### config.mk
export PLATFORM = sky130hd
export DESIGN_NAME = ps2_host_tx
export DESIGN_NICKNAME = d
export VERILOG_FILES = /design/src/rtl/ps2_host_tx.sv
export SDC_FILE = /design/constraint.sdc
export NUM_CORES = 1
export LEC_CHECK = 0
export BUFFER_PORTS_ARGS = -buffer_cell sky130_fd_sc_hd__buf_4
export CAP_MARGIN = 20
export CORE_ASPECT_RATIO = 0.5
export CORE_MARGIN = 1.5
export CORE_UTILIZATION = 55
export DETAILED_ROUTE_END_ITERATION = 6
export HOLD_SLACK_MARGIN = 0.1
export PLACE_DENSITY_LB_ADDON = 0.12
export SYNTH_ARGS = -nofsm -noshare
export SYNTH_HDL_FRONTEND = slang
export SYNTH_SLANG_ARGS = --single-unit
### constraint.sdc
create_clock -name clock -period 2.9 [get_ports clock]
set_clock_uncertainty 0.15 [all_clocks]
set_input_delay 0.29 -clock clock [delete_from_list [all_inputs] [get_ports clock]]
set_output_delay 0.29 -clock clock [all_outputs]
set_load 0.02 [all_outputs]
### src/rtl/ps2_host_tx.sv
// ps2_host_tx: host-to-device PS/2 transmitter driving open-drain clock/data pull-low enables
// Ports:
//   clock    - system clock (35.468 MHz)
//   power    - asynchronous active-low reset
//   start    - transfer request, accepted when busy=0
//   data     - byte to send, captured on acceptance
//   busy     - transfer in progress
//   done     - one-cycle pulse, byte acknowledged by device
//   error    - one-cycle pulse, timeout or missing ack
//   ps2CkI   - raw ps2 clock line level
//   ps2DqI   - raw ps2 data line level
//   ps2CkOe  - 1 pulls the clock line low
//   ps2DqOe  - 1 pulls the data line low
module ps2_host_tx #(
    parameter int CLK_HOLD = 4000,
    parameter int DQ_SETUP = 64,
    parameter int FILTER   = 8,
    parameter int TIMEOUT  = 709360
) (
    input  logic       clock,
    input  logic       power,
    input  logic       start,
    input  logic [7:0] data,
    output logic       busy,
    output logic       done,
    output logic       error,
    input  logic       ps2CkI,
    input  logic       ps2DqI,
    output logic       ps2CkOe,
    output logic       ps2DqOe
);
    localparam int HW = $clog2((CLK_HOLD > DQ_SETUP ? CLK_HOLD : DQ_SETUP) + 1);
    localparam int TW = $clog2(TIMEOUT + 1);
    localparam int FW = $clog2(FILTER + 1);
    typedef enum logic [2:0] {IDLE, INHIBIT, REQUEST, SEND, ACK, FINISH} state_t;
    state_t        state_q, state_d;
    logic [1:0]    ck_sync_q, dq_sync_q;
    logic          ck_f_q, ck_f_d;
    logic [FW-1:0] flt_q, flt_d;
    logic [9:0]    shift_q, shift_d;
    logic [3:0]    bit_q, bit_d;
    logic [HW-1:0] cnt_q, cnt_d;
    logic [TW-1:0] to_q, to_d;
    logic          dq_q, dq_d;
    logic          done_q, done_d;
    logic          error_q, error_d;
    logic          ck_s, dq_s, fall;
    assign ck_s = ck_sync_q[1];
    assign dq_s = dq_sync_q[1];
    // Filtered clock flips only on the FILTER-th consecutive differing sample.
    assign flt_d  = (ck_s == ck_f_q || flt_q == FW'(FILTER - 1)) ? '0 : flt_q + FW'(1);
    assign ck_f_d = (ck_s != ck_f_q && flt_q == FW'(FILTER - 1)) ? ck_s : ck_f_q;
    assign fall   = ck_f_q & ~ck_f_d;
    always_ff @(posedge clock or negedge power) begin
        if (!power) begin
            ck_sync_q <= 2'b11;
            dq_sync_q <= 2'b11;
            ck_f_q    <= 1'b1;
            flt_q     <= '0;
            state_q   <= IDLE;
            shift_q   <= '0;
            bit_q     <= '0;
            cnt_q     <= '0;
            to_q      <= '0;
            dq_q      <= 1'b0;
            done_q    <= 1'b0;
            error_q   <= 1'b0;
        end else begin
            ck_sync_q <= {ck_sync_q[0], ps2CkI};
            dq_sync_q <= {dq_sync_q[0], ps2DqI};
            ck_f_q    <= ck_f_d;
            flt_q     <= flt_d;
            state_q   <= state_d;
            shift_q   <= shift_d;
            bit_q     <= bit_d;
            cnt_q     <= cnt_d;
            to_q      <= to_d;
            dq_q      <= dq_d;
            done_q    <= done_d;
            error_q   <= error_d;
        end
    end
    always_comb begin
        state_d = state_q;
        shift_d = shift_q;
        bit_d   = bit_q;
        cnt_d   = cnt_q;
        to_d    = to_q;
        dq_d    = dq_q;
        done_d  = 1'b0;
        error_d = 1'b0;
        case (state_q)
            IDLE: begin
                if (start) begin
                    shift_d = {1'b1, ~^data, data};
                    cnt_d   = '0;
                    state_d = INHIBIT;
                end
            end
            INHIBIT: begin
                cnt_d = (cnt_q == HW'(CLK_HOLD - 1)) ? '0 : cnt_q + HW'(1);
                if (cnt_q == HW'(CLK_HOLD - 1)) state_d = REQUEST;
            end
            REQUEST: begin
                cnt_d = (cnt_q == HW'(DQ_SETUP - 1)) ? '0 : cnt_q + HW'(1);
                if (cnt_q == HW'(DQ_SETUP - 1)) begin
                    bit_d   = '0;
                    to_d    = '0;
                    dq_d    = 1'b1;
                    state_d = SEND;
                end
            end
            SEND: begin
                // Edge n drives bit n-1 of {stop, parity, data}; the stop bit releases the line.
                if (fall) begin
                    dq_d  = ~shift_q[bit_q];
                    bit_d = bit_q + 4'd1;
                    if (bit_q == 4'd9) state_d = ACK;
                end
            end
            ACK: begin
                if (fall) begin
                    error_d = dq_s;
                    state_d = dq_s ? IDLE : FINISH;
                end
            end
            FINISH: begin
                if (ck_f_q && dq_s) begin
                    done_d  = 1'b1;
                    state_d = IDLE;
                end
            end
            default: state_d = IDLE;
        endcase
        // The timeout spans the whole device-clocked phase and overrides any other outcome.
        if (state_q inside {SEND, ACK, FINISH}) begin
            to_d = to_q + TW'(1);
            if (to_q == TW'(TIMEOUT - 1)) begin
                state_d = IDLE;
                dq_d    = 1'b0;
                done_d  = 1'b0;
                error_d = 1'b1;
            end
        end
    end
    assign busy    = state_q != IDLE;
    assign done    = done_q;
    assign error   = error_q;
    assign ps2CkOe = state_q inside {INHIBIT, REQUEST};
    assign ps2DqOe = state_q == REQUEST || (state_q == SEND && dq_q);
endmodule

; ---- Word-level counts from Yosys, hierarchy flattened
; Index checks and enable logic that the tools add are counted.
[op_classes]
addsub = 4
n_mul = 0
div_mod_pow = 0
magnitude_cmp = 1
n_mux = 38
bitwise_logic = 3
n_shift = 0
reduce_logical = 18
eq_ne = 15
[op_table]
columns = op, n
row1 = 2-to-1 mux 20 bit, 3
row2 = 2-to-1 mux 12 bit, 3
row3 = case mux 12 bit (3 select lines), 1
row4 = 2-to-1 mux 3 bit, 10
row5 = "adder 20 x 1 -> 20 bit, second input constant", 1
row6 = "== test 20 bit, second input constant", 1
row7 = case mux 3 bit (6 select lines), 1
row8 = 2-to-1 mux 1 bit, 14
row9 = "adder 12 x 1 -> 12 bit, second input constant", 1
row10 = "== test 12 bit, second input constant", 1
row11 = "== test 12 x 6 -> 1 bit, second input constant", 1
row12 = 2-to-1 mux 4 bit, 3
row13 = nonzero test 3 bit, 3
row14 = "adder 4 x 1 -> 4 bit, second input constant", 2
row15 = case mux 4 bit (2 select lines), 1
row16 = nonzero test 2 bit, 4
row17 = XNOR reduction 8 bit, 1
row18 = "== test 3 x 2 -> 1 bit, second input constant", 2
row19 = "== test 3 bit, second input constant", 2
row20 = "!= test 2 bit, second input constant", 3
row21 = AND reduction 2 bit, 3
row22 = "less-than comparator 4 x 5 -> 1 bit, second input constant", 1
row23 = binary-select mux 1 bit (select 4 bit), 1
row24 = "== test 4 x 3 -> 1 bit, second input constant", 1
row25 = other kinds (11), 15
[word_totals]
elab_cells = 91
ff_bits = 61
n_memories = 0
ramBits = 0
latch_bits = 0
inputBits = 13
output_inout_bits = 5
mem_bits_ro = 0

; ---- Longest topological paths before layout
[logic_depth]
ltp_word = 9
mapped_depth = 7
ltp_nobuf = 6

; ---- Worst setup path before layout
; Ideal clock, no wire load.
[synth_timing]
path_type = flip-flop to flip-flop
start = reg cnt_q[8]
end = reg state_q[0]
slack_ps = 773
required_time_ps = 2656
n_path_buf = 2
setup_ps = 94
synth_period_minus_slack_ps = 2127
arrival_time_ps = 1884
path_stages_with_launch = 7
cell_sequence = dfrtp_1 > buf_6 > or4_4 > or4_1 > buf_2 > o21a_1 > a221oi_2
[synth_via]
elab_chain_len = 5
elab_cells_between_ends = 7
cone_classes = 2 x eq/ne / 5 x mux
[synth_rtl]
columns = element, line_no
row1 = from (decl), 42  ; logic [HW-1:0] cnt_q, cnt_d;
row2 = from (signal assigned), 76  ; cnt_q <= cnt_d;
row3 = == test 12 x 6 -> 1 bit / == test 12 bit (equally long branches), "106, 102"
row4 = 2-to-1 mux 3 bit (on tied branches), "106, 102"
row5 = case mux 3 bit (6 select lines) (*), 92  ; case (state_q)
row6 = 2-to-1 mux 3 bit, 138  ; if (to_q == TW'(TIMEOUT - 1)) begin
row7 = 2-to-1 mux 3 bit (*), 136  ; if (state_q inside {SEND, ACK, FINISH}) begin
row8 = via state_d[0], 36  ; state_t state_q, state_d;
row9 = to (signal assigned), 73  ; state_q <= state_d;
row10 = to (decl), 36
; The timed path passes the listed nets; every way through them passes the cells marked *.
; A chain may end at the register's enable or synchronous reset.

; ---- Final worst setup path
[layout_timing]
start = reg state_q[0]
end = reg cnt_q[8]
[layout_via]
elab_chain_len = 3
elab_cells_between_ends = 7
cone_classes = 3 x eq/ne / 1 x mux / 3 x reduce/logical
[layout_rtl]
columns = element, line_no
row1 = "== test 3 x 1 -> 1 bit, or another cell as far along", 92
row2 = nonzero test 3 bit (no line) / != test 2 bit (equally long branches), --
row3 = AND reduction 2 bit (no line), --
; Parallel ways exist; a longest one is shown, timed or not.

==> qor.json <==
{
  "synth-edff-count": 0,
  "power.share.combinational_pct": 5.5,
  "syn_nets": 380,
  "clk_path_buf_depth": 2,
  "utilization_pct": 67.5,
  "critical_path_peak_fanout": 16,
  "fp.dieH_um": 59.5,
  "synth-warning-count": 0,
  "synthArstFlopShare_pct": 100,
  "outcome": "finished clean",
  "grt_use_total_pct": 25.1,
  "number_of_global_route_vias_before_repair": 2660,
  "share_seq_of_total_power_pct": 39.6,
  "setup_tns_ns": 0,
  "routedWlPerCell_um": 16.0,
  "power.switching_mw": 0.469,
  "routed_via_count": 2832,
  "clock_insertion_delay_worst_skew_ns": 0.34,
  "number_of_h_tree_branching_levels": 3,
  "critical_path.endpoint_type": "register",
  "buffer_ports.inserted": 17,
  "drive_gt1_share_pct": 18.2,
  "final-setup-viol-count": 0,
  "share_clk_of_total_power_pct": 54.9,
  "grt_start_max_net_pins": 62,
  "tritoncts.num_buffers": 9,
  "worst-slew-pin-transition_ns": 0.796,
  "maximum_clock_frequency_ghz": 0.412,
  "min_period_ns": 2.43,
  "peakVddDrop_mv": 0.507,
  "post_synth_instance_area_mm2": 0.00351,
  "netlist.top_cell.by_area": "sky130_fd_sc_hd__dfrtp_1",
  "route.detailed.drc": 0,
  "slowest_stage": "sky130_fd_sc_hd__or4_2",
  "tritoncts": "done",
  "std_cell_rows": 20,
  "chipWidth_um": 116,
  "grt_setup_unrepaired": "false",
  "cts.clk_slew.worst_paths_ns": 0.05,
  "total_length_of_routed_wires_mm": 7.63,
  "post-cts-setup-buffers": 0,
  "flow.area_growth_from_synthesis_pct": 17.4,
  "post_cts.resized_instances": 0,
  "max_stage_delay_ns": 0.72,
  "synth-main-ff-cell": "sky130_fd_sc_hd__dfrtp_1",
  "final_net_count": 403,
  "synth-seq-cells": 61,
  "synth.top_cells.by_area": "sky130_fd_sc_hd__dfrtp_1 (40%), sky130_fd_sc_hd__mux2_2 (3.8%), sky130_fd_sc_hd__dfstp_2 (3.7%)",
  "cell_chain_critical_path": "a21oi_1, nand2_1, or4_2, o211ai_1",
  "antenna_violating_nets_post_route": 0,
  "synth_top_area_share_pct": 39.9,
  "library_cells_used_by_synthesis": 65,
  "timing.critical_path.arrival_ns": 2.53,
  "dr.first_iter.drc_count": 288,
  "dp.cells": 451,
  "antennaDiodeCount": 0,
  "placement.setup.worst_slack_ns": 0.515,
  "worstSetupStartpointType": "register",
  "worstSetupPathType": "register to register",
  "worst_slack_ns": 0.471,
  "grt_first_pass_wirelength_mm": 12.9,
  "post_synth_inst_count": 362,
  "clock_sink_count": 61,
  "initial_core_util_pct": 57.5,
  "post-layout-total-power_mw": 2.34,
  "timing.critical_path.required_ns": 3.00,
  "instances_no_fill": 478,
  "number_of_antenna_violations_at_the_first_check_in_global_routing": 0,
  "final.period_utilization_pct": 83.8,
  "final_max_slew_viol_count": 0,
  "number_of_top_level_pins": 18,
  "maxCapViolCount": 0,
  "intPower_mw": 1.87,
  "power.leakage_nw": 1.72,
  "place_congestion": 0.886,
  "hold_violations": 0,
  "globalRoute.totalOverflow": 0,
  "clock_tree_root": "sky130_fd_sc_hd__clkbuf_16",
  "synth-seq-area-share_pct": 43.6,
  "dieArea_mm2": 0.00690,
  "core-area_mm2": 0.00611,
  "hp-class": "register to register",
  "detailedRoute.firstPassIterationCount": 5,
  "post_synthesis_mean_instance_area_um2": 9.70,
  "routed_via_density": 5.92,
  "dpl.hpwl_mm": 5.03,
  "power.share.switching_pct": 20.0,
  "p_per_area_mw_per_mm2": 568,
  "worst_rel_slew_slack_pct": 45.5
}
[final timing paths]
kind                       slack [ns]         start           end  depth (start not counted)
hold / removal                   0.20  ck_sync_q[0]  ck_sync_q[1]                          0
setup / recovery                 0.47    state_q[0]      cnt_q[8]                          4
max in group asynchronous        1.66         power      cnt_q[6]                          2
setup reg to reg                 0.47    state_q[0]      cnt_q[8]                          4
hold reg to reg                  0.20  ck_sync_q[0]  ck_sync_q[1]                          0
min in group asynchronous        0.40         power      flt_q[2]                          2
[synth_stat cells, drive strengths merged (3+ instances only)]
master,count
nor4b,3
a211oi,3
a21o,4
mux2i,6
or3,8
nor2,17
nand3b,3
xnor2,9
nor4,6
inv,15
dfrtp,56
nand2b,6
nor3,6
or4,6
clkbuf,11
dfstp,5
and2,4
nand4,13
a21oi,14
xor2,4
and3b,3
nand2,31
a31oi,11
o21ai,24
ha,5
nand3,18
and3,7
o211ai,9
mux2,12
buf,7
[critical path, delay by kind of cell (launching register included)]
| family | cells | cell delay (ns) |
|---|---|---|
| flip-flops | 1 | 0.53 |
| AND/OR/NAND/NOR | 2 | 1.09 |
| AO/OA/AOI/OAI | 2 | 0.56 |
[routing by layer]
metal	global-route usage, %	part of all wire, %
met5	0	0
met4	7.49	0.97
met3	9.00	6.6
met2	35.2	42
met1	36.3	50
[placed cells by master, fill, tap and decap left out, types with 11 or more instances in the layout]
cell / Yosys / final
sky130_fd_sc_hd__dlygate4sd3_1: 0 / 11
sky130_fd_sc_hd__mux2_2: 12 / 12
sky130_fd_sc_hd__a31oi_1: 11 / 11
sky130_fd_sc_hd__nand4_1: 13 / 13
sky130_fd_sc_hd__inv_1: 15 / 15
sky130_fd_sc_hd__nand3_1: 18 / 18
sky130_fd_sc_hd__o21ai_0: 23 / 23
sky130_fd_sc_hd__nor2_1: 16 / 16
sky130_fd_sc_hd__a21oi_1: 14 / 14
sky130_fd_sc_hd__buf_4: 0 / 20
sky130_fd_sc_hd__nand2_1: 31 / 31
sky130_fd_sc_hd__dfrtp_1: 56 / 56
[final cells by class]
type / count / area [um2]
fillers: 484 / 1980
clock inverters: 3 / 90.1
repair buffers: 31 / 260
inverters: 15 / 56.3
well taps: 88 / 110
flip-flops and latches: 61 / 1530
multi-input cells: 267 / 1800
clock buffers: 13 / 270
[cell families after synthesis]
group / Yosys count / share of synthesized area (%)
multiplexers: 20 / 6.84
flip-flops: 61 / 43.6
XOR/XNOR: 13 / 3.24
AO/OA/AOI/OAI: 85 / 16.2
AND/OR/NAND/NOR: 144 / 23.3
adder cells (fa/ha/maj): 5 / 1.78
buffers and inverters: 34 / 4.99
[metrics by stage]
stage	cell area, um2	hold WS [ns]
3_5_place_dp	3650	0.198
6_report	4120	0.204
2_1_floorplan	3510	-0.156
3_3_place_gp	3650	0.196
4_1_cts	4120	0.205
5_1_grt	4120	0.213
[power groups by stage]
stage | combinational, mW | clock [mW] | sequential, mW
2_1_floorplan | 0.0871 | 0 | 0.922
5_1_grt | 0.144 | 1.34 | 0.936
6_report | 0.128 | 1.29 | 0.929
4_1_cts | 0.130 | 1.31 | 0.929
3_5_place_dp | 0.118 | 0 | 0.944
3_3_place_gp | 0.113 | 0 | 0.940
[registers in the layout (all words and copies together), names as in the netlist]
name / count
bit_q: 4
ck_f_q: 1
ck_sync_q: 2
cnt_q: 12
done: 1
dq_q: 1
dq_sync_q: 2
error: 1
flt_q: 4
shift_q: 10
state_q: 3
to_q: 20
[what timing repair did]
item	4_1_cts	5_1_grt
hold buffers	11	0
endpoints found under the setup margin	0	0
hold endpoints to repair	66	0
No activity file was read; power rests on OpenSTA's default activity.
